## src/rtl/if_fetch_if.sv

```systemverilog
`default_nettype none
// ============================================================================
//  Module      : if_fetch_if
//  Description : Instruction-memory request/acknowledge bundle between the
//                instruction-fetch stage (master) and instruction memory
//                (slave). The request is held until the one-cycle ack, and
//                read data is valid in the ack cycle.
//  Revision    : 1.0 - initial release
// ============================================================================
interface if_fetch_if;
    logic        imem_req;    // fetch request, held high until ack
    logic [31:0] imem_addr;   // word address, stable while imem_req is high
    logic        imem_ack;    // one-cycle acknowledge
    logic [31:0] imem_rdata;  // fetched word, valid with imem_ack

    // Fetch-stage side
    modport master (
        output imem_req,
        output imem_addr,
        input  imem_ack,
        input  imem_rdata
    );

    // Instruction-memory side
    modport slave (
        input  imem_req,
        input  imem_addr,
        output imem_ack,
        output imem_rdata
    );
endinterface
`default_nettype wire

```

## src/rtl/if_fetch.sv

```systemverilog
`default_nettype none
// ============================================================================
//  Module      : if_fetch
//  Description : Instruction-fetch stage of the 5-stage MIPS pipeline. Owns
//                the PC, issues req/ack fetches to instruction memory and
//                buffers one fetched word for the IF/ID latch. Honours
//                stall/breakpoint holds and branch/jump redirects, dropping
//                the data of a fetch that a redirect has made stale.
//                Optional build macro: IF_PERF_CNT_EN adds the fetch_cnt and
//                redirect_cnt performance counters.
//  Revision    : 1.0 - initial release
// ============================================================================
module if_fetch #(
    parameter logic [31:0] RESET_PC = 32'h0000_0000,
    parameter logic [31:0] NOP_INSN = 32'h0000_0000
) (
    input  wire logic        clk,
    input  wire logic        rst_n,

    // Hazard / debug holds (shared with the IF/ID latch)
    input  wire logic        stall,
    input  wire logic        breakpoint,

    // Redirects
    input  wire logic        branch_taken,
    input  wire logic [31:0] branch_target,
    input  wire logic        jump,
    input  wire logic [31:0] jump_target,

    // Instruction-memory handshake
    if_fetch_if.master       imem,

    // To the IF/ID latch
    output logic      [31:0] pc_plus4,
    output logic      [31:0] ins_out,
    output logic             clean_n,
    output logic             fetch_busy
`ifdef IF_PERF_CNT_EN
    ,
    output logic      [31:0] fetch_cnt,
    output logic      [31:0] redirect_cnt
`endif
);

    // ------------------------------------------------------------------------
    // State encoding
    // ------------------------------------------------------------------------
    typedef enum logic [1:0] {
        S_FETCH = 2'd0,   // request outstanding, data will be kept
        S_FULL  = 2'd1,   // one word buffered, no request outstanding
        S_DROP  = 2'd2    // request outstanding, data is stale and discarded
    } state_t;

    localparam logic [31:0] c_PC_STEP = 32'd4;

    // ------------------------------------------------------------------------
    // Registers
    // ------------------------------------------------------------------------
    state_t      r_state;
    logic [31:0] r_pc;           // address of the fetch in progress / next
    logic [31:0] r_buf_pc;       // PC of the buffered word
    logic [31:0] r_ins_buf;      // buffered instruction word
    logic        r_buf_valid;    // buffer holds a live instruction
    logic [31:0] r_redirect_pc;  // pending target while a stale fetch drains

    // ------------------------------------------------------------------------
    // Combinational control
    // ------------------------------------------------------------------------
    logic        w_redirect;
    logic [31:0] w_target;
    logic        w_consume;

    // A branch resolves in EX and is older than a jump in ID, so it wins.
    assign w_redirect = branch_taken | jump;
    assign w_target   = branch_taken ? branch_target : jump_target;

    // The IF/ID latch captures the buffer on any edge where it is not held.
    assign w_consume  = r_buf_valid & ~stall & ~breakpoint;

    // ------------------------------------------------------------------------
    // Outputs
    // ------------------------------------------------------------------------
    // Request is forced low while reset is asserted even though the state
    // register already reads S_FETCH.
    assign imem.imem_req  = rst_n & (r_state != S_FULL);
    assign imem.imem_addr = r_pc;

    // Wraps modulo 2^32 naturally.
    assign pc_plus4   = r_buf_pc + c_PC_STEP;
    assign ins_out    = r_buf_valid ? r_ins_buf : NOP_INSN;
    assign clean_n    = ~w_redirect;
    assign fetch_busy = ~r_buf_valid;

    // ------------------------------------------------------------------------
    // Fetch FSM with PC and single-entry instruction buffer
    // ------------------------------------------------------------------------
    always_ff @(posedge clk or negedge rst_n) begin
        if (!rst_n) begin
            r_state       <= S_FETCH;
            r_pc          <= RESET_PC;
            r_buf_pc      <= RESET_PC;
            r_ins_buf     <= NOP_INSN;
            r_buf_valid   <= 1'b0;
            r_redirect_pc <= RESET_PC;
        end else begin
            case (r_state)
                S_FETCH: begin
                    if (imem.imem_ack) begin
                        if (w_redirect) begin
                            // Word belongs to the wrong path: refetch at target.
                            r_pc <= w_target;
                        end else begin
                            r_ins_buf   <= imem.imem_rdata;
                            r_buf_pc    <= r_pc;
                            r_buf_valid <= 1'b1;
                            r_state     <= S_FULL;
                        end
                    end else if (w_redirect) begin
                        // Address must stay stable until the ack, so park the
                        // target and let the stale request drain.
                        r_redirect_pc <= w_target;
                        r_state       <= S_DROP;
                    end
                end

                S_FULL: begin
                    if (w_redirect) begin
                        r_buf_valid <= 1'b0;
                        r_pc        <= w_target;
                        r_state     <= S_FETCH;
                    end else if (w_consume) begin
                        r_buf_valid <= 1'b0;
                        r_pc        <= r_buf_pc + c_PC_STEP;
                        r_state     <= S_FETCH;
                    end
                end

                S_DROP: begin
                    if (imem.imem_ack) begin
                        // Stale data is discarded; the newest target wins.
                        r_pc    <= w_redirect ? w_target : r_redirect_pc;
                        r_state <= S_FETCH;
                    end else if (w_redirect) begin
                        r_redirect_pc <= w_target;
                    end
                end

                default: begin
                    r_buf_valid <= 1'b0;
                    r_state     <= S_FETCH;
                end
            endcase
        end
    end

`ifdef IF_PERF_CNT_EN
    // ------------------------------------------------------------------------
    // Performance counters
    // ------------------------------------------------------------------------
    logic [31:0] r_fetch_cnt;
    logic [31:0] r_redirect_cnt;

    // Count delivered instructions and redirect cycles; both wrap at 2^32.
    always_ff @(posedge clk or negedge rst_n) begin
        if (!rst_n) begin
            r_fetch_cnt    <= 32'd0;
            r_redirect_cnt <= 32'd0;
        end else begin
            if (w_consume) begin
                r_fetch_cnt <= r_fetch_cnt + 32'd1;
            end
            if (w_redirect) begin
                r_redirect_cnt <= r_redirect_cnt + 32'd1;
            end
        end
    end

    assign fetch_cnt    = r_fetch_cnt;
    assign redirect_cnt = r_redirect_cnt;
`endif

endmodule
`default_nettype wire

```

## src/flat_wrapper.sv

```systemverilog
// flat-port wrapper written by rule: the top's interface ports become plain ports
module if_fetch_flat 
#(
    parameter logic [31:0] RESET_PC = 32'h0000_0000,
    parameter logic [31:0] NOP_INSN = 32'h0000_0000
)
  (clk, rst_n, stall, breakpoint, branch_taken, branch_target, jump, jump_target, pc_plus4, ins_out, clean_n, fetch_busy, imem_imem_req, imem_imem_addr, imem_imem_ack, imem_imem_rdata);
  if_fetch_if imem_i ();
  input  wire logic clk;
  input  wire logic rst_n;
  input  wire logic stall;
  input  wire logic breakpoint;
  input  wire logic branch_taken;
  input  wire logic [31:0] branch_target;
  input  wire logic jump;
  input  wire logic [31:0] jump_target;
  output logic      [31:0] pc_plus4;
  output logic      [31:0] ins_out;
  output logic clean_n;
  output logic fetch_busy;
  output wire logic [$bits(imem_i.imem_req)-1:0] imem_imem_req;
  output wire logic [$bits(imem_i.imem_addr)-1:0] imem_imem_addr;
  input wire logic [$bits(imem_i.imem_ack)-1:0] imem_imem_ack;
  input wire logic [$bits(imem_i.imem_rdata)-1:0] imem_imem_rdata;
  assign imem_imem_req = imem_i.imem_req;
  assign imem_imem_addr = imem_i.imem_addr;
  assign imem_i.imem_ack = imem_imem_ack;
  assign imem_i.imem_rdata = imem_imem_rdata;
  if_fetch #(.RESET_PC(RESET_PC), .NOP_INSN(NOP_INSN)) u_core (.clk(clk), .rst_n(rst_n), .stall(stall), .breakpoint(breakpoint), .branch_taken(branch_taken), .branch_target(branch_target), .jump(jump), .jump_target(jump_target), .imem(imem_i), .pc_plus4(pc_plus4), .ins_out(ins_out), .clean_n(clean_n), .fetch_busy(fetch_busy));
endmodule
```

## config.mk

```make
export PLATFORM = sky130hd
export DESIGN_NAME = if_fetch_flat
export DESIGN_NICKNAME = d
export VERILOG_FILES = /design/src/rtl/if_fetch_if.sv /design/src/rtl/if_fetch.sv /design/src/flat_wrapper.sv
export SDC_FILE = /design/constraint.sdc
export NUM_CORES = 1
export LEC_CHECK = 0
export ABC_AREA = 1
export CAP_MARGIN = 20
export CORE_MARGIN = 3
export CORE_UTILIZATION = 53
export CTS_CLUSTER_DIAMETER = 100
export DETAILED_ROUTE_END_ITERATION = 16
export PLACE_DENSITY = 0.88
export SETUP_SLACK_MARGIN = 0.15
export SLEW_MARGIN = 20
export SYNTH_ARGS = -nofsm -noshare
export SYNTH_HDL_FRONTEND = slang
export SYNTH_SLANG_ARGS = --single-unit
```

## constraint.sdc

```tcl
create_clock -name clk -period 2.7 [get_ports clk]
set_input_delay 0.675 -clock clk [delete_from_list [all_inputs] [get_ports clk]]
set_output_delay 0.675 -clock clk [all_outputs]
set_load 0.01 [all_outputs]
```

==> results of run 1 <==
-- stage by stage --
stage	hold WS, ns	instance area [um^2]	std cells
floorplan	0.379	7680	1065
detailed placement	0.493	9890	1415
global placement	0.486	9890	1415
global route	0.514	11200	1497
CTS	0.493	10800	1471
finish	0.447	11200	1497
-- worst paths after layout --
path                                        endpoint  slack (ns)
setup / recovery                        pc_plus4[20]       -0.05
hold / removal             u_core.imem.imem_addr[31]        0.45
setup reg to reg           u_core.imem.imem_addr[12]        0.52
min in group clk                u_core.r_ins_buf[13]        0.50
max in group asynchronous         u_core.r_buf_pc[8]        1.61
hold reg to reg                 u_core.r_ins_buf[13]        0.50
-- synthesized netlist by cell type --
| cell | number |
|---|---|
| sky130_fd_sc_hd__a32o_1 | 1 |
| sky130_fd_sc_hd__o21ai_0 | 84 |
| sky130_fd_sc_hd__nor2_2 | 6 |
| sky130_fd_sc_hd__nor2_1 | 51 |
| sky130_fd_sc_hd__xnor2_1 | 6 |
| sky130_fd_sc_hd__buf_1 | 4 |
| sky130_fd_sc_hd__o211ai_1 | 4 |
| sky130_fd_sc_hd__mux2i_1 | 1 |
| sky130_fd_sc_hd__nand3_1 | 23 |
| sky130_fd_sc_hd__buf_2 | 16 |
| sky130_fd_sc_hd__nor3_1 | 1 |
| sky130_fd_sc_hd__a21oi_1 | 40 |
| sky130_fd_sc_hd__nand2_2 | 3 |
| sky130_fd_sc_hd__a211oi_1 | 2 |
| sky130_fd_sc_hd__a31oi_1 | 19 |
| sky130_fd_sc_hd__nor3_2 | 1 |
| sky130_fd_sc_hd__o21ai_1 | 9 |
| sky130_fd_sc_hd__o2111ai_1 | 5 |
| sky130_fd_sc_hd__xor2_1 | 7 |
| sky130_fd_sc_hd__buf_4 | 3 |
| sky130_fd_sc_hd__inv_2 | 5 |
| sky130_fd_sc_hd__ha_1 | 5 |
| sky130_fd_sc_hd__nor2_4 | 4 |
| sky130_fd_sc_hd__nand3b_1 | 4 |
| sky130_fd_sc_hd__clkbuf_1 | 31 |
| sky130_fd_sc_hd__nand2_1 | 439 |
| sky130_fd_sc_hd__and2_1 | 7 |
| sky130_fd_sc_hd__dfrtp_1 | 131 |
| sky130_fd_sc_hd__o22ai_1 | 2 |
| sky130_fd_sc_hd__buf_6 | 1 |
| sky130_fd_sc_hd__mux2_2 | 47 |
| sky130_fd_sc_hd__inv_1 | 103 |
-- flip-flops by register name, indices dropped and copies added, names as in the netlist --
| name | cells |
|---|---|
| u_core.imem.imem_addr | 32 |
| u_core.r_buf_pc | 32 |
| u_core.r_ins_buf | 32 |
| u_core.r_redirect_pc | 32 |
| u_core.r_state | 2 |
| u_core.r_buf_valid | 1 |
-- power by group through the flow --
stage                     sequential (mW)  clock, mW  combinational, mW
after floorplan                      3.51          0               3.00
after global placement               3.59          0               5.44
after detailed placement             3.63          0               5.56
after CTS                            3.61       1.96               5.79
after global routing                 3.78       2.06               6.82
final                                3.72       1.96               6.35
-- timing repair --
item                                    CTS  global route
hold endpoints to repair                  0             0
pin swaps                                17            29
setup buffers                            28            26
endpoints found under the setup margin   30            35
resized for setup                       123           105
-- logic make-up (layout without fill, tap and decap cells) --
group | count (synthesis) | count (layout)
AO/OA/AOI/OAI | 166 | 166
multiplexers | 48 | 48
adder cells (fa/ha/maj) | 5 | 5
AND/OR/NAND/NOR | 539 | 539
flip-flops | 131 | 131
buffers and inverters | 163 | 415
XOR/XNOR | 13 | 13
-- metal layers --
metal | vias to the layer above | wire length [um] | global-route usage
li1 | 3837 | - | -
met1 | 3939 | 10300 | 0.421
met2 | 608 | 12900 | 0.494
met3 | 129 | 3100 | 0.0783
met4 | 0 | 1360 | 0.141
met5 | - | 0 | 0
-- worst max-delay path: stages, from the launching register on --
cell and delay (ns):
sky130_fd_sc_hd__dfrtp_1 0.41, sky130_fd_sc_hd__ha_2 0.24, sky130_fd_sc_hd__nand2_4 0.08, sky130_fd_sc_hd__nor2_4 0.15, sky130_fd_sc_hd__buf_4 0.14, sky130_fd_sc_hd__nand3_4 0.10, sky130_fd_sc_hd__nor2_2 0.11, sky130_fd_sc_hd__nand2_1 0.09
sky130_fd_sc_hd__and2_1 0.19, sky130_fd_sc_hd__buf_2 0.14
-- layout make-up --
cell class | count | area share
clock buffer | 20 | 0.0391
inverter | 108 | 0.0363
tap | 180 | 0.0201
sequential | 131 | 0.294
multi-input combinational | 771 | 0.372
clock inverter | 8 | 0.00380
timing repair buffer | 279 | 0.235
==> results.md, run 1 <==
* Cell Int Power at 6.95 mW
* Initial core utilization at 0.547
* Post-synthesis share of cell area spent on full adders, half adders and majority gates at 0.00814
* Syn Nets at 1173
* Cell at the root of the clock tree: sky130_fd_sc_hd__clkbuf_16
* ANT nets after route at 0
* DIE AREA at 0.0160 mm^2
* Dominant combinational cell family by area after synthesis: simple AND/OR/NAND/NOR gates
* Worst-path maximum fanout at 4
* Maximum buffer depth of the clock tree at 2
* Number of antenna diodes at 0
* Area taken by multi-input logic gates at a little over 0.004 mm^2
* Total of max-cap violations at 0
* Vias in the first global route at 7747
* Horizontal die dimension at 126 um
* Final period util at 1.02
* Endpoint class of the critical path: output pin
* Compound-cell area share of the yosys netlist at 0.117
* Highest attainable clock frequency at roughly 0.36 GHz
* Net Switching at roughly 5 mW
* Total number of yosys warnings at 0
* Power per cell area at about 1100 mW/mm^2
* Slew headroom at 0.433
* Placer's final routability congestion estimate at 0.955
* Via density at 5.69
* Number of max-slew violations in the final report at 0
* Proportion of layout cells with a drive suffix above 1 at 0.213
* R2R depth at 15
* Die boundary height at 126 um
* Setup TNS at -0.142 ns
* Post-Place Setup Slack at 0.0647 ns
* Final Power at 12.0 mW
* Total via count after detailed routing at 8513
* Number of antenna violations at the first check in global routing at 0
* Worst hold path class: in2async
* Final standard cell utilization of the core at 0.796
* Area share of xor/xnor cells in the synthesized design at 0.0148
* Violations in the final reports: setup timing
* Standard-cell rows at 43
* Global route total overflow at 0
* Share of total power consumed by net switching at 0.422
* Sequential fraction of the synthesis area at 0.427
* Per-instance average area after synthesis at 7.22 um^2
* Power share of the sequential group at 0.309
* Combinational group share of total power at 0.528
* Flop and latch count out of synthesis at 131
* Worst setup path class: reg2out
* Global-route total usage across every layer at 0.317
* RSZ-0062 raised after global routing: true
* Run status: finished with violations
* Data arrival time of the critical path at 2.08 ns
* Placeable core region at 0.0140 mm^2
* Multiplexer fraction of the synthesized cell area at 0.0702
* Worst Setup SP: u_core.r_buf_pc[3]
* Number of optimization iterations in the first detailed-route pass at 8
* Final Hold Viols at 0
* Startpoint Class: register
* Sinks on Clock Net at 131
* Maximum number of pins on one net before global-route repair at 69
* Initial DRC count at 1056
* Dominant cells by area after synthesis: sky130_fd_sc_hd__dfrtp_1 (43%), sky130_fd_sc_hd__nand2_1 (21%), sky130_fd_sc_hd__mux2_2 (6.9%)
* Synthesized-area fraction occupied by and/or/nand/nor cells at 0.279
* Final setup margin at -0.0508 ns
* Worst-path clk slew at 0.06 ns
* Worst clock skew at 0.00576 ns
* Layout overhead on the synthesized area at 45.5%
* Synth cell types at 32
* Top-level port count at between 200 and 250
* Synthesized netlist cell count at 1065
* Count of fill cells added during filler insertion at between 800 and 900
* Commonest non-fill, non-tap cell in the layout: sky130_fd_sc_hd__nand2_1
* Cell area after technology mapping at just under 0.008 mm^2
* Highest-count cells in the layout ignoring fill and taps: sky130_fd_sc_hd__nand2_1 (407), sky130_fd_sc_hd__clkdlybuf4s50_1 (170), sky130_fd_sc_hd__dfrtp_1 (122)
* Actual slew at the worst max-slew pin at roughly 0.85 ns
* Total of buffers placed on input and output ports at roughly 200
* Cell type with the highest aggregate area in the netlist: sky130_fd_sc_hd__dfrtp_1
* Num CTS Buffers at 17
* Post-synth top area share at 0.427
* FF+latch area at roughly 0.0033 mm^2
* Required time reported for the critical path endpoint at approximately 2.0 ns
* Minimum clock period after layout at ~2.8 ns
* Estimated wirelength of the detail-placed design at 17.8 mm
* Global-route wire length before repair at just over 40 mm
* Total leakage power at around 5.5 nW
* CTS tree: done
* Post-detailed-route DRC marker count at 0
* Number of levels the H-tree was split into at 4
* Detailed-route wire length at around 28 mm
* Maximum vdd drop at around 0.64 mV
* Hold buffer count at CTS at 0
* Final setup violation count at 5
* Reg2reg start: u_core.r_buf_pc[3]
* Final net count at 1416
* Portion of total power attributed to the clock network at 0.163
* Latest clock arrival within the worst-skew pair at between 0.4 and 0.5 ns
* Routed WL per cell at ~18 um
(Power assumes the default switching activity.)
==> run 2, diff against run 1 <==
- ABC_AREA: 1 -> unset
- CORE_UTILIZATION: 53 -> 52
- SKIP_CTS_REPAIR_TIMING: unset -> 1
==> results.md, run 2 <==
* Commonest non-fill, non-tap cell in the layout: sky130_fd_sc_hd__clkdlybuf4s50_1
* Placeable core region at ~0.013 mm^2
* Cell area after technology mapping at 0.00722 mm^2
* Worst hold path class: in2async
* Synth cell types at 59
* Post-synth top area share at 0.454
* Data arrival time of the critical path at 2.47 ns
* EDFF count, synth at 0
* Proportion of layout cells with a drive suffix above 1 at 0.291
* Register-to-Register Setup Slack at roughly 0.25 ns
* Final net count at 1110
* Sequential fraction of the synthesis area at 0.454
* Worst-path maximum fanout at 4
* Global-route wire length before repair at between 30 and 40 mm
* Top-level port count at between 200 and 250
* Estimated wirelength of the detail-placed design at ~16 mm
* Total number of yosys warnings at 0
* Maximum number of pins on one net before global-route repair at 132
* Worst setup path class: reg2out
* Initial DRC count at 1080
* Maximum buffer depth of the clock tree at 2
* Most used standard cell by instance count after synthesis: sky130_fd_sc_hd__dfrtp_1
* Actual slew at the worst max-slew pin at between 0.7 and 0.8 ns
* CTS tree: done
* Maximum vdd drop at 0.598 mV
* Startpoint Class: register
* Vias in the first global route at 6939
* Power per cell area at 1120 mW/mm^2
* Standard-cell rows at 42
* Die boundary height at 124 um
* Final setup margin at -0.443 ns
* Cell at the root of the clock tree: sky130_fd_sc_hd__clkbuf_16
* Minimum clock period after layout at 3.14 ns
* Violations in the final reports: setup timing
* Reg-to-reg critical path endpoint: u_core.imem.imem_addr[30]
* Flop and latch count out of synthesis at ~130
* Dominant cells by area after synthesis: sky130_fd_sc_hd__dfrtp_1 (45%), sky130_fd_sc_hd__mux2_2 (11%), sky130_fd_sc_hd__mux2i_1 (4.3%)
* Number of antenna violations at the first check in global routing at 0
* Commonest cells in the synthesized netlist: sky130_fd_sc_hd__dfrtp_1 (131), sky130_fd_sc_hd__mux2_2 (71), sky130_fd_sc_hd__nand2_1 (52)
* Share of synthesized flip-flops with an asynchronous set or reset at 1.00
* Total via count after detailed routing at between 7000 and 8000
* Layout overhead on the synthesized area at 52.4%
* Slew headroom at 0.485
* Sinks on Clock Net at ~130
* Final Power at approximately 12 mW
* Cell type with the highest aggregate area in the netlist: sky130_fd_sc_hd__dfrtp_1
* Total of max-cap violations at 0
* Routed WL per cell at 22.8 um
* R2R depth at 8
* Latest clock arrival within the worst-skew pair at 0.43 ns
* Final Hold Viols at 0
* Count of fill cells added during filler insertion at 740
* Primary flip-flop cell chosen by synthesis mapping: sky130_fd_sc_hd__dfrtp_1
* Highest attainable clock frequency at 0.318 GHz
* Number of levels the H-tree was split into at 4
* Via density at 6.42
* Number of max-slew violations in the final report at 0
* Global-route total usage across every layer at 0.308
* RSZ-0062 raised after global routing: true
* Required time reported for the critical path endpoint at ~2 ns
* Endpoint class of the critical path: output pin
* Initial core utilization at 0.539
* Number of optimization iterations in the first detailed-route pass at 6
* DIE AREA at ~0.015 mm^2
* Post-detailed-route DRC marker count at 0
* Horizontal die dimension at about 120 um
* Total leakage power at 4.78 nW
* Reg2reg start: u_core.r_state[1]
* Final setup violation count at 19
* Global route total overflow at 0
* Worst clock skew at 0.0101 ns
* Final period util at 1.16
* Number of antenna diodes at 0
* Run status: finished with violations
* Num CTS Buffers at 17
* Synthesized netlist cell count at 722
* Total of buffers placed on input and output ports at about 200
* Hold Slack at 0.320 ns
* ANT nets after route at 0
* Detailed-route wire length at 27.1 mm
* Syn Nets at 830
* Worst-path clk slew at around 0.06 ns
* Placer's final routability congestion estimate at slightly below 1
* Per-instance average area after synthesis at around 10 um^2
* Highest-count cells in the layout ignoring fill and taps: sky130_fd_sc_hd__clkdlybuf4s50_1 (170), sky130_fd_sc_hd__dfrtp_1 (131), sky130_fd_sc_hd__buf_4 (95)
-- run 2: per-stage QoR --
step                TNS [ns]  std cells  utilization  area (um^2)  worst slack [ns]
finish                 -5.31       1191        0.821        11000            -0.443
global route           -6.42       1191        0.821        11000            -0.468
CTS                   -13.64       1167        0.788        10600            -0.709
detailed placement     -2.89       1135        0.744         9980            -0.232
global placement       -2.05       1135        0.744         9980            -0.214
floorplan                  0        722            -         7220             0.175
-- run 2: kinds of logic (layout without fill, tap and decap cells) --
kind of cell / count (synthesis) / in the layout / share of synthesized area
muxes: 102 / 102 / 0.154
adders and majority gates: 5 / 5 / 0.00866
DFF: 131 / 131 / 0.454
AOI/OAI and AO/OA: 187 / 187 / 0.170
and+or+nand+nor: 211 / 212 / 0.151
xor gates and xnor gates: 17 / 17 / 0.0206
buffers and inverters: 69 / 361 / 0.0416
-- run 2: final cells by class --
type                            count  area, um^2  share of cell area
Inverter                           15        56.3             0.00512
Clock inverter                     11         135              0.0123
Sequential cell                   131        3280               0.298
Clock buffer                       21         450              0.0409
Multi-Input combinational cell    523        3930               0.357
Tap cell                          176         220              0.0200
Timing Repair Buffer              314        2940               0.267
-- run 2: routing by layer --
metal	wire length, um	up-vias	GRT usage
met3	2640	170	0.0559
met1	9830	3652	0.400
met2	13100	613	0.501
li1	-	3210	-
met4	1590	0	0.143
met5	0	-	0
-- run 2: worst max-delay path: stages (launching register included) --
cell                      delay (ns)
sky130_fd_sc_hd__dfrtp_1        0.41
sky130_fd_sc_hd__nand3_4        0.15
sky130_fd_sc_hd__or4_4          0.59
sky130_fd_sc_hd__buf_12         0.17
sky130_fd_sc_hd__or4_4          0.53
sky130_fd_sc_hd__nand2_2        0.10
sky130_fd_sc_hd__buf_6          0.10
-- run 2: report_power, final --
part | switching, mW | leakage, nW | internal, mW
logic | 3.16 | 2.93 | 3.13
registers | 0.763 | 1.57 | 2.94
clock network | 0.873 | 0.286 | 1.46
-- run 2: worst max-delay path by stage --
stage	slack [ns]	endpoint	startpoint
after detailed placement	-0.23	pc_plus4[27]	u_core.r_buf_pc[4]
after global routing	-0.47	pc_plus4[27]	u_core.r_buf_pc[4]
after global placement	-0.21	pc_plus4[27]	u_core.r_buf_pc[4]
final	-0.44	pc_plus4[27]	u_core.r_buf_pc[6]
after CTS	-0.71	pc_plus4[27]	u_core.r_buf_pc[3]
after floorplan	0.17	pc_plus4[31]	u_core.r_buf_pc[4]
